[config.mk]
export PLATFORM = sky130hd
export DESIGN_NAME = qeciphy_rx_checker_gen
export DESIGN_NICKNAME = d
export VERILOG_FILES = /design/src/rtl/qeciphy_pkg.sv /design/src/rtl/qeciphy_rx_checker_gen.sv
export SDC_FILE = /design/constraint.sdc
export NUM_CORES = 1
export LEC_CHECK = 0
export ABC_AREA = 0
export BUFFER_PORTS_ARGS = -buffer_cell sky130_fd_sc_hd__clkbuf_2
export CAP_MARGIN = 20
export CORE_MARGIN = 5
export CORE_UTILIZATION = 50
export CTS_CLUSTER_DIAMETER = 100
export DETAILED_ROUTE_END_ITERATION = 8
export HOLD_SLACK_MARGIN = 0.03
export PLACE_DENSITY = 0.8
export SETUP_SLACK_MARGIN = 0.3
export SLEW_MARGIN = 20
export SYNTH_ARGS = -nofsm -noshare
export SYNTH_HDL_FRONTEND = slang
export SYNTH_SLANG_ARGS = --single-unit
[constraint.sdc]
create_clock -name aclk -period 2.8 [get_ports aclk]
set_clock_uncertainty 0.1 [all_clocks]
set_input_delay 0.56 -clock aclk [delete_from_list [all_inputs] [get_ports aclk]]
set_output_delay 0.56 -clock aclk [all_outputs]
set_load 0.02 [all_outputs]
[src/rtl/qeciphy_pkg.sv]
// Shared QECIPHY definitions: RX checker state encoding, sequence mode selectors
// and the xorshift64 step used by the stream generators/checkers.
package qeciphy_pkg;

   typedef enum logic [1:0] {
      CHK_IDLE,
      CHK_SEED,
      CHK_CHECK,
      CHK_DONE
   } qeciphy_chk_state_t;

   localparam int unsigned QECIPHY_CHK_MODE_COUNTER  = 0;
   localparam int unsigned QECIPHY_CHK_MODE_XORSHIFT = 1;

   function automatic logic [63:0] qeciphy_xorshift64(input logic [63:0] x);
      logic [63:0] y;
      y = x ^ (x << 13);
      y = y ^ (y >> 7);
      y = y ^ (y << 17);
      return y;
   endfunction

endpackage

[src/rtl/qeciphy_rx_checker_gen.sv]
// Expected-value generator for the RX checker: holds the last accepted word and
// presents next() of it for the selected sequence MODE.
module qeciphy_rx_checker_gen
   import qeciphy_pkg::*;
#(
   parameter int unsigned MODE = QECIPHY_CHK_MODE_COUNTER
) (
   input  logic        aclk,
   input  logic        arst,
   input  logic        load,
   input  logic [63:0] din,
   output logic [63:0] next_word
);

   logic [63:0] state_q;

   always_ff @(posedge aclk or posedge arst) begin
      if (arst) begin
         state_q <= '0;
      end else if (load) begin
         state_q <= din;
      end
   end

   always_comb begin
      if (MODE == QECIPHY_CHK_MODE_XORSHIFT) begin
         next_word = qeciphy_xorshift64(state_q);
      end else begin
         next_word = state_q + 64'd1;
      end
   end

endmodule

; After elaboration in Yosys (flattened, before gate mapping)
; Cells that the tools add are included.
; Widths: inputs -> output; s select.
[op_classes]
n_addsub = 1
[ops]
columns = cell, n
row1 = $add 64x1->64 const B, 1
[totals]
in_bits = 67
reg_bits = 64
wordCells = 2
out_inout_bits = 64

; Logic depth before layout (Yosys ltp)
[logic_depth]
word_depth = 1
depth_mapped = 6
depth_no_buf = 6

; Worst setup path after synthesis
; OpenSTA, ideal clock, no wires.
[synth_timing]
path_kind = register -> output
from = reg state_q[0]
to = out next_word[54]
required_ps = 2140
arrival_ps = 1925
path_buffers = 0
stages_incl_launch_ff = 7
setup_slack_ps = 215
path_cell_list = dfrtp_1 -> ha_1 -> nand4_1 -> nor4_2 -> nand4_2 -> nor3_1 -> xor2_1
[synth_via]
elab_chain_cells = 1
[synth_lines]
columns = element, line_no
row1 = "start, declared", qeciphy_rx_checker_gen.sv:15  ; logic [63:0] state_q;
row2 = "start signal, assigned", qeciphy_rx_checker_gen.sv:21  ; state_q <= din;
row3 = $add 64x1->64, qeciphy_rx_checker_gen.sv:29  ; next_word = state_q + 64'd1;
row4 = "end, declared", qeciphy_rx_checker_gen.sv:12  ; output logic [63:0] next_word
; Every way passes these cells.

; Worst setup path in the final report
[layout_timing]
from = reg state_q[1]
to = out next_word[59]
; Same word-level chain as after synthesis.

==> results.sh <==
export IMPL_fmaxAchievable_mhz=317
export IMPL_nets=646
export IMPL_ys_types=28
export IMPL_total_power_mw=2.67
export IMPL_crit_path_max_fanout=5
export IMPL_timing_rr_end="state_q[2]"
export IMPL_rows=31
export IMPL_rsz0062_at_grt="true"
export IMPL_final_common_cell="buf_4"
export IMPL_io_pins=131
export IMPL_power_frac_comb_pct=30.3
export IMPL_reg_largest_list="state_q x64"
export IMPL_ys_ff_latch=64
export IMPL_p_sw_uw=952
export IMPL_drc=0
export IMPL_wl_per_cell_um=21.8
export IMPL_largest_reg_flops=64
export IMPL_dr_pass1_iters=5
export IMPL_status="complete, but fails checks"
export IMPL_critPathRequiredTime_ns=2.14
export IMPL_hold_class="in -> async"
export IMPL_cp_end_kind="primary output"
export IMPL_insertedDiodeCount=0
export IMPL_maxSlewHeadroom_pct=49.9
export IMPL_synthTopCellsByArea="dfrtp_1 43%, mux2_2 16%, xor2_1 9.4%"
export IMPL_syn_area_mm2=0.00374
export IMPL_rr_startpoint="state_q[2]"
export IMPL_synthCells=363
export IMPL_leakagePower_nw=3.01
export IMPL_min_period_over_period_pct=113
export IMPL_cts_clk_slew_worst_paths_ns=0.07
export IMPL_synth_fp_nets=431
export IMPL_hpwl_um=7530
export IMPL_postCtsHoldBufs=0
export IMPL_drv_cap=0
export IMPL_synth_seq_area_share_pct=42.8
export IMPL_detail_route_antenna_nets=0
export IMPL_vias=3928
export IMPL_placed_area_mm2=0.00459
export IMPL_grt_pass1_vias=3459
export IMPL_worst_ep_arrival_time_ns=2.50
export IMPL_finish_utilization_pct=87.1
export IMPL_portBuffers=130
export IMPL_critical_path_class="reg -> out"
export IMPL_grt_max_degree=76
export IMPL_fin_crit_ns=3.16
export IMPL_start_util_pct=51.5
export IMPL_root_buffer="clkbuf_8"
export IMPL_p_clk_share_pct=26.1
export IMPL_htreeDepth=3
export IMPL_drive_gt1_share_pct=69.1
export IMPL_synth_largest_area_cell="dfrtp_1"
export IMPL_fillers=322
export IMPL_numCtsBuffers=9
export IMPL_gr_total_overflow=0
export IMPL_die_h_um=96.5
export IMPL_pre_cts_ws_ns=-0.0745
export IMPL_peakVddDrop_v=0.000307
export IMPL_slew_viol_final=0
export IMPL_setup_viol=45
export IMPL_die_area_mm2=0.00931
export IMPL_via_per_inst=5.76
export IMPL_first_iter_violations=225
export IMPL_regMostFlops="state_q"
export IMPL_violations="negative setup slack"
export IMPL_rr_worst_depth=3
export IMPL_p_int_mw=1.72
export IMPL_place_inst=592
export IMPL_fin_area_mm2=0.00632
export IMPL_avgSynthCellArea_um2=10.3
export IMPL_rrSetupSlack_ns=1.64
export IMPL_finalHoldViolations=0
export IMPL_clk_latency_ns=0.34
export IMPL_power_frac_seq_pct=43.6
export IMPL_setup_slack_ns=-0.359
export IMPL_synth_top_area_share_pct=42.8
export IMPL_tightest_slew_ns=0.751
export IMPL_start_kind="flip-flop"
export IMPL_place_gp_congestion=0.844
export IMPL_syn_to_final_growth_pct=69.0
export IMPL_die_w_um=96.5
export IMPL_numClockSinks=64
export IMPL_cts_tree="done"
export IMPL_wl_um=14900
export IMPL_power_density_mw_per_mm2=422
export IMPL_final_cell_mix="102 x buf_4, 74 x clkbuf_2, 53 x mux2_2"
export IMPL_core_mm2=0.00725
export IMPL_power_switching_share_pct=35.7
export IMPL_antenna_found_initial=0
export IMPL_grtUsageTotal_pct=23.6
export IMPL_clockBufferDepth=2
export IMPL_synth_warnings=0
export IMPL_final_cells=682
export IMPL_grt_pass1_wl_um=16800
==> how the worst max path moves through the flow <==
stage               slack [ns]        from  cells after the start            end
floorplan                 0.22  state_q[0]                      6  next_word[54]
global placement          0.11  state_q[0]                      8  next_word[56]
detailed placement       -0.07  state_q[1]                      7  next_word[62]
CTS                      -0.25  state_q[1]                      8  next_word[54]
global route             -0.44  state_q[1]                      9  next_word[59]
finish                   -0.36  state_q[1]                      9  next_word[59]
==> layout make-up <==
cell class	instances	area [µm²]	area share [%]
flip-flops and latches	64	1630	25.8
well taps	99	124	1.96
clock inverters	6	36.3	0.574
repair buffers	213	1570	24.9
inverters	13	48.8	0.772
clock buffers	10	128	2.02
multi-input cells	277	2780	44.0
==> critical path: stages, from the launching register on <==
cell and delay [ns]:
dfrtp_1 0.39, buf_4 0.13, nand2_1 0.15, nor4_4 0.30, buf_4 0.19, nand4_4 0.21
buf_6 0.20, nor3_2 0.17, xor2_1 0.22, buf_4 0.18
==> logic make-up after synthesis <==
group / count (synthesis) / share of synthesized area, %
adder cells (fa/ha/maj): 1 / 0.335
buffers and inverters: 23 / 2.34
AO/OA/AOI/OAI: 11 / 1.47
XOR/XNOR: 62 / 14.5
flip-flops: 64 / 42.8
multiplexers: 53 / 16.0
AND/OR/NAND/NOR: 149 / 22.5
==> layer usage <==
metal	share of wire, %	vias up	global-route usage, %
met5	0	-	0
met2	53	231	41.4
li1	-	1702	-
met4	5.6	0	9.70
met3	7.1	71	3.49
met1	35	1924	29.0
==> cell usage after synthesis <==
master	number
and2_1	1
clkbuf_1	8
o21ai_0	11
nand3_1	19
nor4_2	6
mux2_2	53
and2_0	1
nand4_1	16
ha_1	1
nand4_2	3
nor3_4	1
nor3_1	16
buf_2	1
nor4_1	8
and4_1	2
buf_1	1
and3_1	6
nand3_2	2
nand4_4	1
nor4_4	1
nor2_1	26
nand2_1	36
dfrtp_1	64
or2_2	3
xnor2_1	22
inv_1	13
or2_0	1
xor2_1	40
==> through the flow <==
stage / hold WS, ns / setup TNS (ns)
global route: 0.293 / -12.97
detailed placement: 0.434 / -0.0954
finish: 0.226 / -8.27
CTS: 0.246 / -5.45
floorplan: 0.401 / 0
global placement: 0.413 / 0
==> power groups by stage <==
stage | combinational (mW) | clock, mW | sequential (mW)
floorplan | 0.375 | 0 | 1.12
global placement | 0.559 | 0 | 1.14
detailed placement | 0.571 | 0 | 1.15
CTS | 0.654 | 0.696 | 1.14
global route | 0.856 | 0.745 | 1.17
finish | 0.809 | 0.697 | 1.16
==> what timing repair did <==
action                     4_1_cts  5_1_grt
pin swaps                       25       46
setup buffers                   23       49
resized for setup              108      176
cloned                           0        2
setup endpoints to repair       54       58
(Power assumes the default switching activity.)
